[config.mk]
export PLATFORM = sky130hd
export DESIGN_NAME = load_store_unit
export DESIGN_NICKNAME = d
export VERILOG_FILES = /design/src/rtl/load_store_unit.sv
export SDC_FILE = /design/constraint.sdc
export NUM_CORES = 1
export LEC_CHECK = 0
export CELL_PAD_IN_SITES_DETAIL_PLACEMENT = 0
export CELL_PAD_IN_SITES_GLOBAL_PLACEMENT = 2
export CORE_ASPECT_RATIO = 1.2
export CORE_MARGIN = 5
export CORE_UTILIZATION = 28
export DETAILED_ROUTE_END_ITERATION = 7
export HOLD_SLACK_MARGIN = 0.15
export PLACE_DENSITY_LB_ADDON = 0.1
export SYNTH_ARGS = -nofsm -noshare
export SYNTH_HDL_FRONTEND = slang
export SYNTH_SLANG_ARGS = --single-unit
[constraint.sdc]
create_clock -name clk -period 7 [get_ports clk]
set_clock_uncertainty 0.15 [all_clocks]
set_input_delay 1.4 -clock clk [delete_from_list [all_inputs] [get_ports clk]]
set_output_delay 1.4 -clock clk [all_outputs]
set_load 0.02 [all_outputs]
[src/rtl/load_store_unit.sv]
// load_store_unit: byte/word load-store engine over a single-port word memory.
// Byte stores are done as read-modify-write; byte lanes are big-endian.
module load_store_unit #(
    parameter int WORD_SIZE = 32,
    parameter int MEM_AW    = 30
) (
    input  logic                 clk,
    input  logic                 rst,
    input  logic                 req_valid,
    output logic                 req_ready,
    input  logic                 req_we,
    input  logic                 req_byte,
    input  logic [31:0]          req_addr,
    input  logic [WORD_SIZE-1:0] req_wdata,
    output logic                 resp_valid,
    output logic [WORD_SIZE-1:0] resp_data,
    output logic                 resp_err,
    output logic                 mem_req,
    output logic                 mem_we,
    output logic [MEM_AW-1:0]    mem_addr,
    output logic [WORD_SIZE-1:0] mem_wdata,
    input  logic [WORD_SIZE-1:0] mem_rdata,
    input  logic                 mem_ack,
    output logic [15:0]          load_cnt,
    output logic [15:0]          store_cnt
);
    typedef enum logic [1:0] {IDLE, READ, WRITE, RESP} state_t;

    state_t               r_state, w_next;
    logic                 r_we, r_byte, r_err;
    logic [31:0]          r_addr;
    logic [WORD_SIZE-1:0] r_wdata, r_data;
    logic [15:0]          r_load_cnt, r_store_cnt;
    logic                 w_accept, w_misaligned;
    logic [4:0]           w_shift;
    logic [7:0]           w_rbyte;
    logic [WORD_SIZE-1:0] w_lane_mask, w_merged, w_load_val;

    assign w_accept     = req_valid & req_ready;
    assign w_misaligned = ~req_byte & |req_addr[1:0];
    // offset 0 is the most significant byte
    assign w_shift      = {~r_addr[1:0], 3'b000};
    assign w_rbyte      = 8'(mem_rdata >> w_shift);
    assign w_lane_mask  = WORD_SIZE'(8'hFF) << w_shift;
    assign w_merged     = (mem_rdata & ~w_lane_mask) | (WORD_SIZE'(r_wdata[7:0]) << w_shift);
    assign w_load_val   = r_byte ? {{(WORD_SIZE-8){w_rbyte[7]}}, w_rbyte} : mem_rdata;

    assign mem_addr  = r_addr[MEM_AW+1:2];
    assign mem_wdata = r_wdata;
    assign resp_data = r_data;
    assign load_cnt  = r_load_cnt;
    assign store_cnt = r_store_cnt;

    always_ff @(posedge clk or posedge rst) begin
        if (rst) r_state <= IDLE;
        else     r_state <= w_next;
    end

    always_comb begin
        w_next     = r_state;
        req_ready  = 1'b0;
        mem_req    = 1'b0;
        mem_we     = 1'b0;
        resp_valid = 1'b0;
        resp_err   = 1'b0;
        unique case (r_state)
            IDLE: begin
                req_ready = 1'b1;
                if (req_valid)
                    w_next = w_misaligned ? RESP : (req_we & ~req_byte) ? WRITE : READ;
            end
            READ: begin
                mem_req = 1'b1;
                if (mem_ack) w_next = r_we ? WRITE : RESP;
            end
            WRITE: begin
                mem_req = 1'b1;
                mem_we  = 1'b1;
                if (mem_ack) w_next = RESP;
            end
            RESP: begin
                resp_valid = 1'b1;
                resp_err   = r_err;
                w_next     = IDLE;
            end
        endcase
    end

    always_ff @(posedge clk or posedge rst) begin
        if (rst) begin
            r_we        <= 1'b0;
            r_byte      <= 1'b0;
            r_err       <= 1'b0;
            r_addr      <= '0;
            r_wdata     <= '0;
            r_data      <= '0;
            r_load_cnt  <= '0;
            r_store_cnt <= '0;
        end else begin
            if (w_accept) begin
                r_we    <= req_we;
                r_byte  <= req_byte;
                r_err   <= w_misaligned;
                r_addr  <= req_addr;
                r_wdata <= req_wdata;
                r_data  <= '0;
            end
            // a byte store turns its read into the merged write word
            if (r_state == READ && mem_ack) begin
                if (r_we) r_wdata <= w_merged;
                else      r_data  <= w_load_val;
            end
            if (r_state == RESP && !r_err) begin
                if (r_we) r_store_cnt <= &r_store_cnt ? r_store_cnt : r_store_cnt + 16'd1;
                else      r_load_cnt  <= &r_load_cnt ? r_load_cnt : r_load_cnt + 16'd1;
            end
        end
    end
endmodule
==> results of run 1 <==
## placed cells by master (no fill, tap or decap), types with 4 or more instances in the layout
cell type and count:
clkdlybuf4s50_1 232, nand2_1 172, dfrtp_1 133, nand3_1 43, o21ai_0 41, a21oi_1 28, a211oi_1 27, nor2_1 24
a31oi_1 24, xnor2_1 20, nor2b_1 18, clkbuf_16 17, and2_1 13, inv_1 9, o22ai_1 9, xor2_1 9
mux2i_1 8, nand4_1 7, a22oi_1 7, ha_1 7, nor3_1 6, and3_1 5, clkinvlp_4 4, buf_4 4
## area by class of cell
cell class,instances,area (um2)
Fill cell,2311,13600
Sequential cell,133,3330
Multi-Input combinational cell,500,2800
Timing Repair Buffer,236,2350
Clock buffer,19,443
Tap cell,315,394
Clock inverter,12,131
Inverter,11,46.3
## through the flow
stage               hold WS (ns)  std cells  power, mW
floorplan                  0.297        714       2.29
global placement           0.310       1195       3.02
detailed placement         0.312       1195       3.05
CTS                        0.327       1226       3.96
global route               0.343       1226       4.16
finish                     0.324       1226       3.90
## state kept, by name, summed over array words and instances (netlist names)
signal / flops
load_cnt: 16
r_addr: 32
r_state: 2
mem_wdata: 32
r_err: 1
r_byte: 1
r_we: 1
resp_data: 32
store_cnt: 16
## worst max-delay path by stage
stage,start,to,slack [ns],depth (start not counted)
final,mem_ack,mem_wdata[6],3.27,6
after detailed placement,mem_ack,mem_wdata[6],2.82,6
after CTS,mem_ack,mem_wdata[6],3.28,6
after floorplan,rst,load_cnt[0],1.90,1
after global routing,mem_ack,mem_wdata[6],3.00,6
after global placement,mem_ack,mem_wdata[6],2.89,6
## power by group
group / leakage, nW / internal [mW] / switching, mW
clock: 0.271 / 0.532 / 0.351
combinational: 2.04 / 0.758 / 0.977
sequential: 1.70 / 1.03 / 0.247
total: 4.01 / 2.32 / 1.57
## routing by layer
layer  vias to the layer above  GRT usage, %  share of wire [%]
met5                         -             0                  0
met4                         0          5.68                2.1
met3                        34          4.32                6.0
met2                       189          29.0                 49
met1                      2798          22.1                 43
li1                       2782             -                  -
## cell families after synthesis
family / count (synthesis)
buf+inv: 81
compound gates: 143
simple gates: 310
mux: 11
xor+xnor: 29
flops: 133
fa+ha+maj: 7
## worst max-delay path: stages
cell,delay (ns)
clkdlybuf4s50_1,0.53
nand3_2,0.81
nand2_1,0.64
nand2_1,0.27
nor2_1,0.16
nor2_1,0.05
==> results_dict.tcl, run 1 <==
set metrics [dict create \
    yosysSeqAreaShare_pct 50.9 \
    antenna_cells 0 \
    ys_warn_count 0 \
    regToRegSetupSlack_ns 4.00 \
    core_mm2 0.0230 \
    period_needed_ns 3.73 \
    fin_nets 1008 \
    synth-simple-area-share_pct 22.0 \
    leakagePower_nw 4.01 \
    drc 0 \
    drt-initial-drc-count 290 \
    path_max_fanout 50 \
    synth_top_family_by_area "simple AND/OR/NAND/NOR gates" \
    detail-route-antenna-nets 0 \
    grt_pass1_vias 6036 \
    die_y_um 177 \
    post_drt_wl_per_cell_um 18.9 \
    dieArea_mm2 0.0265 \
    rr_startpoint "r_state[1]" \
    clkSinkCount 133 \
    synth_top_area_cell "dfrtp_1" \
    io_buffers 232 \
    syn-num-nets 823 \
    tightest_slew_ns 1.11 \
    drv_slew 0 \
    synth-edff-count 0 \
    yosysMostFrequentCell "nand2_1" \
    synth_compound_area_share_pct 13.4 \
    drt-total-wl_um 23100 \
    cts_made_buffers 17 \
    syn2layout_area_growth_pct 45.4 \
    async_flop_share_pct 100 \
    pre_cts_slack_ns 2.82 \
    finalHoldViolCount 0 \
    syn_avg_cell_area_um2 9.15 \
    ys_seq_elements 133 \
    drt_pass1_iterations 4 \
    antenna_found_initial 0 \
    fin_ws_ns 3.27 \
    grt_max_degree 90 \
    status "finished clean" \
    timing.fmax_mhz 268 \
    period_share_pct 53.2 \
    utilization_pct 41.2 \
    cts_max_level 4 \
    finalSetupViolations 0 \
    pin_count 233 \
    ys_top_cells_by_count "nand2_1, dfrtp_1, nand3_1" \
    mappedNetlistArea_mm2 0.00653 \
    worstSetupPathType "in2reg" \
    holdPathEnd "r_addr[16]" \
    fin_area_mm2 0.00950 \
    dp_hpwl_um 16800 \
    cts_setup_buffers 0 \
    clkLatencyLatePin_ns 0.42 \
    placed_area_mm2 0.00892 \
    synth_cell_type_count 46 \
    cts_tree "built" \
    ff2ff_path_depth 7 \
    rows 61 \
    grt_pass1_wl_um 35600 \
    peakVddDrop_mv 0.187 \
    critPathLaunchType "primary input" \
    vias 5803 \
    rsz0062_at_grt "no" \
    min_from "r_addr[16]" \
    fin_setup_tns_ns 0 \
    synthAdderAreaFrac_pct 1.34 \
    ctsHoldBuffers 0 \
    synth_top_area_share_pct 50.9 \
    r2r-end "mem_wdata[6]" \
    clk_path_buf_depth 2 \
    grt-ovfl-total 0 \
    ys.flop_type "dfrtp_1" \
    synth_mux_area_share_pct 1.92 \
    track_usage_pct 17.4 \
    arrival_ns 3.87 \
    power_density_mw_per_mm2 410 \
    initial_core_util_pct 28.3 \
    synth-xor-area-share_pct 3.89 \
    synth.area.top_cells "dfrtp_1, nand2_1, buf_4" \
    slew-limit-headroom_pct 26.0 \
    cts-resized-gates 0 \
    root_buffer "clkbuf_16" \
    die_w_um 149 \
    cp-end-kind "register" \
    syn_inst 714 \
    crit_required_ns 7.15 \
    cap_violations 0 \
    finalWeightedCongestion 0.830 \
    via_per_inst 4.73 \
    drive_above_1_share_pct 5.93 \
    min_path_cells 2 \
    clkTransAtPathRegs_ns 0.06 \
    holdCritPathClass "reg2reg" \
]
No activity file was read; power rests on OpenSTA's default activity.
==> inputs of run 2 (changes only) <==
--- a/config.mk
+++ b/config.mk
@@ -9,7 +9,7 @@
 export CELL_PAD_IN_SITES_GLOBAL_PLACEMENT = 2
 export CORE_ASPECT_RATIO = 1.2
 export CORE_MARGIN = 5
-export CORE_UTILIZATION = 28
+export CORE_UTILIZATION = 24
 export DETAILED_ROUTE_END_ITERATION = 7
 export HOLD_SLACK_MARGIN = 0.15
 export PLACE_DENSITY_LB_ADDON = 0.1
==> constraint.sdc (replaced) <==
create_clock -name clk -period 3.1 [get_ports clk]
set_clock_uncertainty 0.15 [all_clocks]
set_input_delay 0.62 -clock clk [delete_from_list [all_inputs] [get_ports clk]]
set_output_delay 0.62 -clock clk [all_outputs]
set_load 0.02 [all_outputs]
==> results_dict.tcl, run 2 (same netlist as run 1, synthesis figures left out) <==
set metrics [dict create \
    netSwitchingFraction_pct 38.7 \
    crit_path_top_delay_cell "clkdlybuf4s50_1" \
    grt_max_degree 98 \
    vias 5779 \
    crit_chain "inv_1 -> ha_1 -> clkdlybuf4s50_1" \
    cts_made_buffers 17 \
    dieArea_mm2 0.0306 \
    timing.fmax_mhz 375 \
    ctsHoldBuffers 0 \
    drc 0 \
    slowest_delay_ns 0.68 \
    cts-resized-gates 0 \
    power_density_mw_per_mm2 944 \
    status "finished clean" \
    finalSetupViolations 0 \
    clkTransAtPathRegs_ns 0.06 \
    final_common_cell "clkdlybuf4s50_1" \
    path_buf_inv 2 \
    fin_setup_tns_ns 0 \
    cts_tree "built" \
    peakVddDrop_mv 0.307 \
    slew-limit-headroom_pct 50.8 \
    fin_ws_ns 0.431 \
    cts_setup_buffers 0 \
    syn2layout_area_growth_pct 49.0 \
    period_share_pct 86.1 \
    tightest_slew_ns 0.733 \
    rows 66 \
    path_max_fanout 4 \
    most-common-layout-cells "clkdlybuf4s50_1, nand2_1, dfrtp_1" \
    track_usage_pct 15.8 \
    num-fill-cells 2722 \
    rsz0062_at_grt "no" \
    drv_slew 0 \
    grt-ovfl-total 0 \
    arrival_ns 1.90 \
    combPwrFrac_pct 44.0 \
    detail-route-antenna-nets 0 \
    cap_violations 0 \
    path_delay_family "buffers and inverters" \
    finalWeightedCongestion 0.806 \
    clkLatencyLatePin_ns 0.43 \
    root_buffer "clkbuf_16" \
    initial_core_util_pct 24.2 \
    clk_path_buf_depth 2 \
    period_needed_ns 2.67 \
    post_drt_wl_per_cell_um 19.2 \
    pin_count 233 \
    drt-initial-drc-count 352 \
    finalHoldViolCount 0 \
    io_buffers 232 \
    grt_pass1_wl_um 37300 \
    drive_above_1_share_pct 6.94 \
    pre_cts_slack_ns 0.562 \
    via_per_inst 4.58 \
    grt_pass1_vias 6111 \
    die_w_um 161 \
    fin_nets 1018 \
    crit_required_ns 2.33 \
    core_mm2 0.0270 \
    worstSetupPathType "reg2out" \
    leakagePower_nw 4.13 \
    p_seq_share_pct 31.0 \
    antenna_found_initial 0 \
    dp_hpwl_um 18200 \
    cts_max_level 4 \
    critPathLaunchType "register" \
    cp-end-kind "primary output" \
    antenna_cells 0 \
    drt_pass1_iterations 4 \
    utilization_pct 36.0 \
    holdCritPathClass "reg2reg" \
    clkSinkCount 133 \
    p_switching_mw 3.55 \
    p_int_mw 5.63 \
    die_y_um 191 \
    power_frac_clock_pct 25.0 \
    drt-total-wl_um 24200 \
]
## run 2: changes by cell type in the layout (fill, tap and decap cells not counted), sizes merged
cell	change
clkbuf	+5
bufinv	+3
buf	+10
inv	-2
clkinvlp	-2
clkinv	-3
## run 2: area by class of cell
type                       instances  area, um2  share of cell area (%)
tap                              340        425                    4.37
clock buffer                      24        502                    5.15
clock inverter                     8        168                    1.72
timing repair buffer             246       2460                    25.3
multi-input combinational        500       2800                    28.8
inverter                          11       45.0                   0.463
sequential                       133       3330                    34.2
## run 2: worst paths after layout
check                            from             to  slack (ns)  cells after the start
hold reg to reg            r_addr[27]     r_addr[27]        0.33                      2
setup reg to reg           r_state[0]   load_cnt[15]        0.91                      6
setup / recovery           r_state[1]      req_ready        0.43                      3
max in group asynchronous         rst  resp_data[16]        1.80                      3
hold / removal             r_addr[27]     r_addr[27]        0.33                      2
min in group asynchronous         rst   mem_wdata[7]        0.58                      3
## run 2: worst reg2reg max path, delay by kind of cell (launching register included)
kind | cells | cell delay, ns
xor gates and xnor gates | 1 | 0.15
adders and majority gates | 1 | 0.23
DFF | 1 | 0.39
and+or+nand+nor | 4 | 1.16
## run 2: stage by stage
| step | total power [mW] | hold WS, ns | cell area [um2] | instances |
|---|---|---|---|---|
| after detailed placement | 6.97 | 0.312 | 9060 | 1230 |
| after floorplan | 5.18 | 0.297 | 6540 | 714 |
| after global placement | 6.95 | 0.306 | 9060 | 1230 |
| final | 9.19 | 0.325 | 9730 | 1262 |
| after global routing | 9.77 | 0.344 | 9730 | 1262 |
| after CTS | 9.35 | 0.331 | 9730 | 1262 |
## run 2: metal layers
metal / GRT usage, % / vias to the layer above / share of wire [%]
met3: 4.26 / 25 / 5.7
met4: 4.87 / 0 / 1.9
met2: 26.1 / 187 / 49
met5: 0 / - / 0
met1: 20.1 / 2760 / 44
li1: - / 2807 / -
## run 2: power groups by stage
stage / Sequential [mW] / Combinational, mW / Clock (mW)
final: 2.85 / 4.04 / 2.30
after global routing: 2.94 / 4.39 / 2.45
after CTS: 2.87 / 4.11 / 2.38
after detailed placement: 2.88 / 4.09 / 0
after global placement: 2.88 / 4.07 / 0
after floorplan: 3.14 / 2.04 / 0
==> inputs of run 3 (changes only) <==
--- a/config.mk
+++ b/config.mk
@@ -12,7 +12,7 @@
 export CORE_UTILIZATION = 24
 export DETAILED_ROUTE_END_ITERATION = 7
 export HOLD_SLACK_MARGIN = 0.15
-export PLACE_DENSITY_LB_ADDON = 0.1
+export PLACE_DENSITY = 0.88
 export SYNTH_ARGS = -nofsm -noshare
 export SYNTH_HDL_FRONTEND = slang
 export SYNTH_SLANG_ARGS = --single-unit
==> results_dict.tcl, run 3 (same netlist as run 1, synthesis figures left out) <==
set metrics [dict create \
    rows 66 \
    crit_chain "inv_1 -> ha_1 -> clkdlybuf4s50_1" \
    peakVddDrop_mv 0.431 \
    path_max_fanout 4 \
    die_w_um 161 \
    period_needed_ns 2.68 \
    power_frac_clock_pct 24.7 \
    p_int_mw 5.47 \
    fin_nets 1020 \
    rsz0062_at_grt "no" \
    die_y_um 191 \
    drive_above_1_share_pct 7.36 \
    io_buffers 232 \
    initial_core_util_pct 24.2 \
    worstSetupPathType "reg2out" \
    grt_pass1_vias 5914 \
    cp-end-kind "primary output" \
    grt-ovfl-total 0 \
    fin_setup_tns_ns 0 \
    cts_tree "built" \
    root_buffer "clkbuf_16" \
    vias 5858 \
    critPathLaunchType "register" \
    finalSetupViolations 0 \
    post_drt_wl_per_cell_um 18.3 \
    power_density_mw_per_mm2 931 \
    crit_required_ns 2.33 \
    p_seq_share_pct 31.1 \
    cap_violations 0 \
    cts_max_level 4 \
    ctsHoldBuffers 0 \
    drv_slew 0 \
    grt_max_degree 76 \
    pre_cts_slack_ns 0.376 \
    tightest_slew_ns 0.953 \
    slew-limit-headroom_pct 36.5 \
    detail-route-antenna-nets 0 \
    drt-initial-drc-count 432 \
    final_common_cell "clkdlybuf4s50_1" \
    cts_setup_buffers 0 \
    track_usage_pct 15.0 \
    slowest_delay_ns 0.66 \
    clkLatencyLatePin_ns 0.42 \
    num-fill-cells 2749 \
    crit_path_top_delay_cell "clkdlybuf4s50_1" \
    drt_pass1_iterations 5 \
    netSwitchingFraction_pct 39.5 \
    via_per_inst 4.63 \
    dp_hpwl_um 17600 \
    drt-total-wl_um 23100 \
    antenna_cells 0 \
    finalHoldViolCount 0 \
    p_switching_mw 3.56 \
    combPwrFrac_pct 44.1 \
    period_share_pct 86.6 \
    dieArea_mm2 0.0306 \
    grt_pass1_wl_um 35400 \
    fin_ws_ns 0.417 \
    cts-resized-gates 0 \
    syn2layout_area_growth_pct 48.4 \
    clkTransAtPathRegs_ns 0.06 \
    holdCritPathClass "reg2reg" \
    pin_count 233 \
    holdWs_ns 0.322 \
    status "finished clean" \
    arrival_ns 1.91 \
    multi_input_area_mm2 0.00280 \
    seqCellArea_mm2 0.00333 \
    timing.fmax_mhz 373 \
    most-common-layout-cells "clkdlybuf4s50_1, nand2_1, dfrtp_1" \
    finalWeightedCongestion 0.911 \
    drc 0 \
    clk_path_buf_depth 2 \
    clkSinkCount 133 \
    cts_made_buffers 17 \
    core_mm2 0.0270 \
    leakagePower_nw 4.10 \
    antenna_found_initial 0 \
]
[run 3: changes by cell type in the layout (fill, tap and decap cells not counted), sizes merged]
cell | previous run | this run
buf | 14 | 16
bufinv | 5 | 4
clkbuf | 24 | 18
clkinv | 3 | 6
inv | 9 | 13
[run 3: path summary, 6_finish.rpt]
kind / slack (ns) / depth (start not counted) / startpoint / end
setup / recovery: 0.42 / 3 / r_state[1] / req_ready
hold / removal: 0.32 / 2 / r_addr[11] / r_addr[11]
setup reg to reg: 0.91 / 6 / r_state[0] / load_cnt[14]
hold reg to reg: 0.32 / 2 / r_addr[11] / r_addr[11]
max in group asynchronous: 1.83 / 3 / rst / load_cnt[4]
min in group asynchronous: 0.52 / 3 / rst / store_cnt[11]
[run 3: power groups by stage]
stage	Sequential [mW]	Clock [mW]	Combinational (mW)
after detailed placement	2.84	0	4.03
after global placement	2.83	0	4.00
after CTS	2.82	2.29	4.05
final	2.81	2.23	3.98
after floorplan	3.14	0	2.04
after global routing	2.91	2.35	4.34
[run 3: layer usage]
metal / share of wire (%) / wire length, um / GRT usage [%] / up-vias
met2: 48 / 11200 / 24.7 / 198
met5: 0 / 0 / 0 / -
li1: - / - / - / 2810
met3: 6.1 / 1410 / 4.24 / 22
met1: 44 / 10100 / 19.4 / 2828
met4: 1.7 / 405 / 4.04 / 0
[run 3: final cells by class]
cell class	count	area share, %
Sequential cell	133	34.3
Clock inverter	14	2.05
Multi-Input combinational cell	500	28.9
Inverter	11	0.465
Clock buffer	18	4.53
Timing Repair Buffer	248	25.3
Tap cell	340	4.39
[run 3: worst max-delay path: cells and delay by family (launching register included)]
kind | cells | cell delay [ns]
buf+inv | 2 | 0.78
flops | 1 | 0.40
fa+ha+maj | 1 | 0.31
[run 3: per-stage QoR]
stage                     instance area (um2)  total power, mW  utilization [%]  cells
after floorplan                          6540             5.18                -    714
after global placement                   9050             6.83             33.5   1232
after detailed placement                 9050             6.88             33.5   1232
after CTS                                9690             9.15             35.9   1264
after global routing                     9690             9.60             35.9   1264
final                                    9690             9.03             35.9   1264
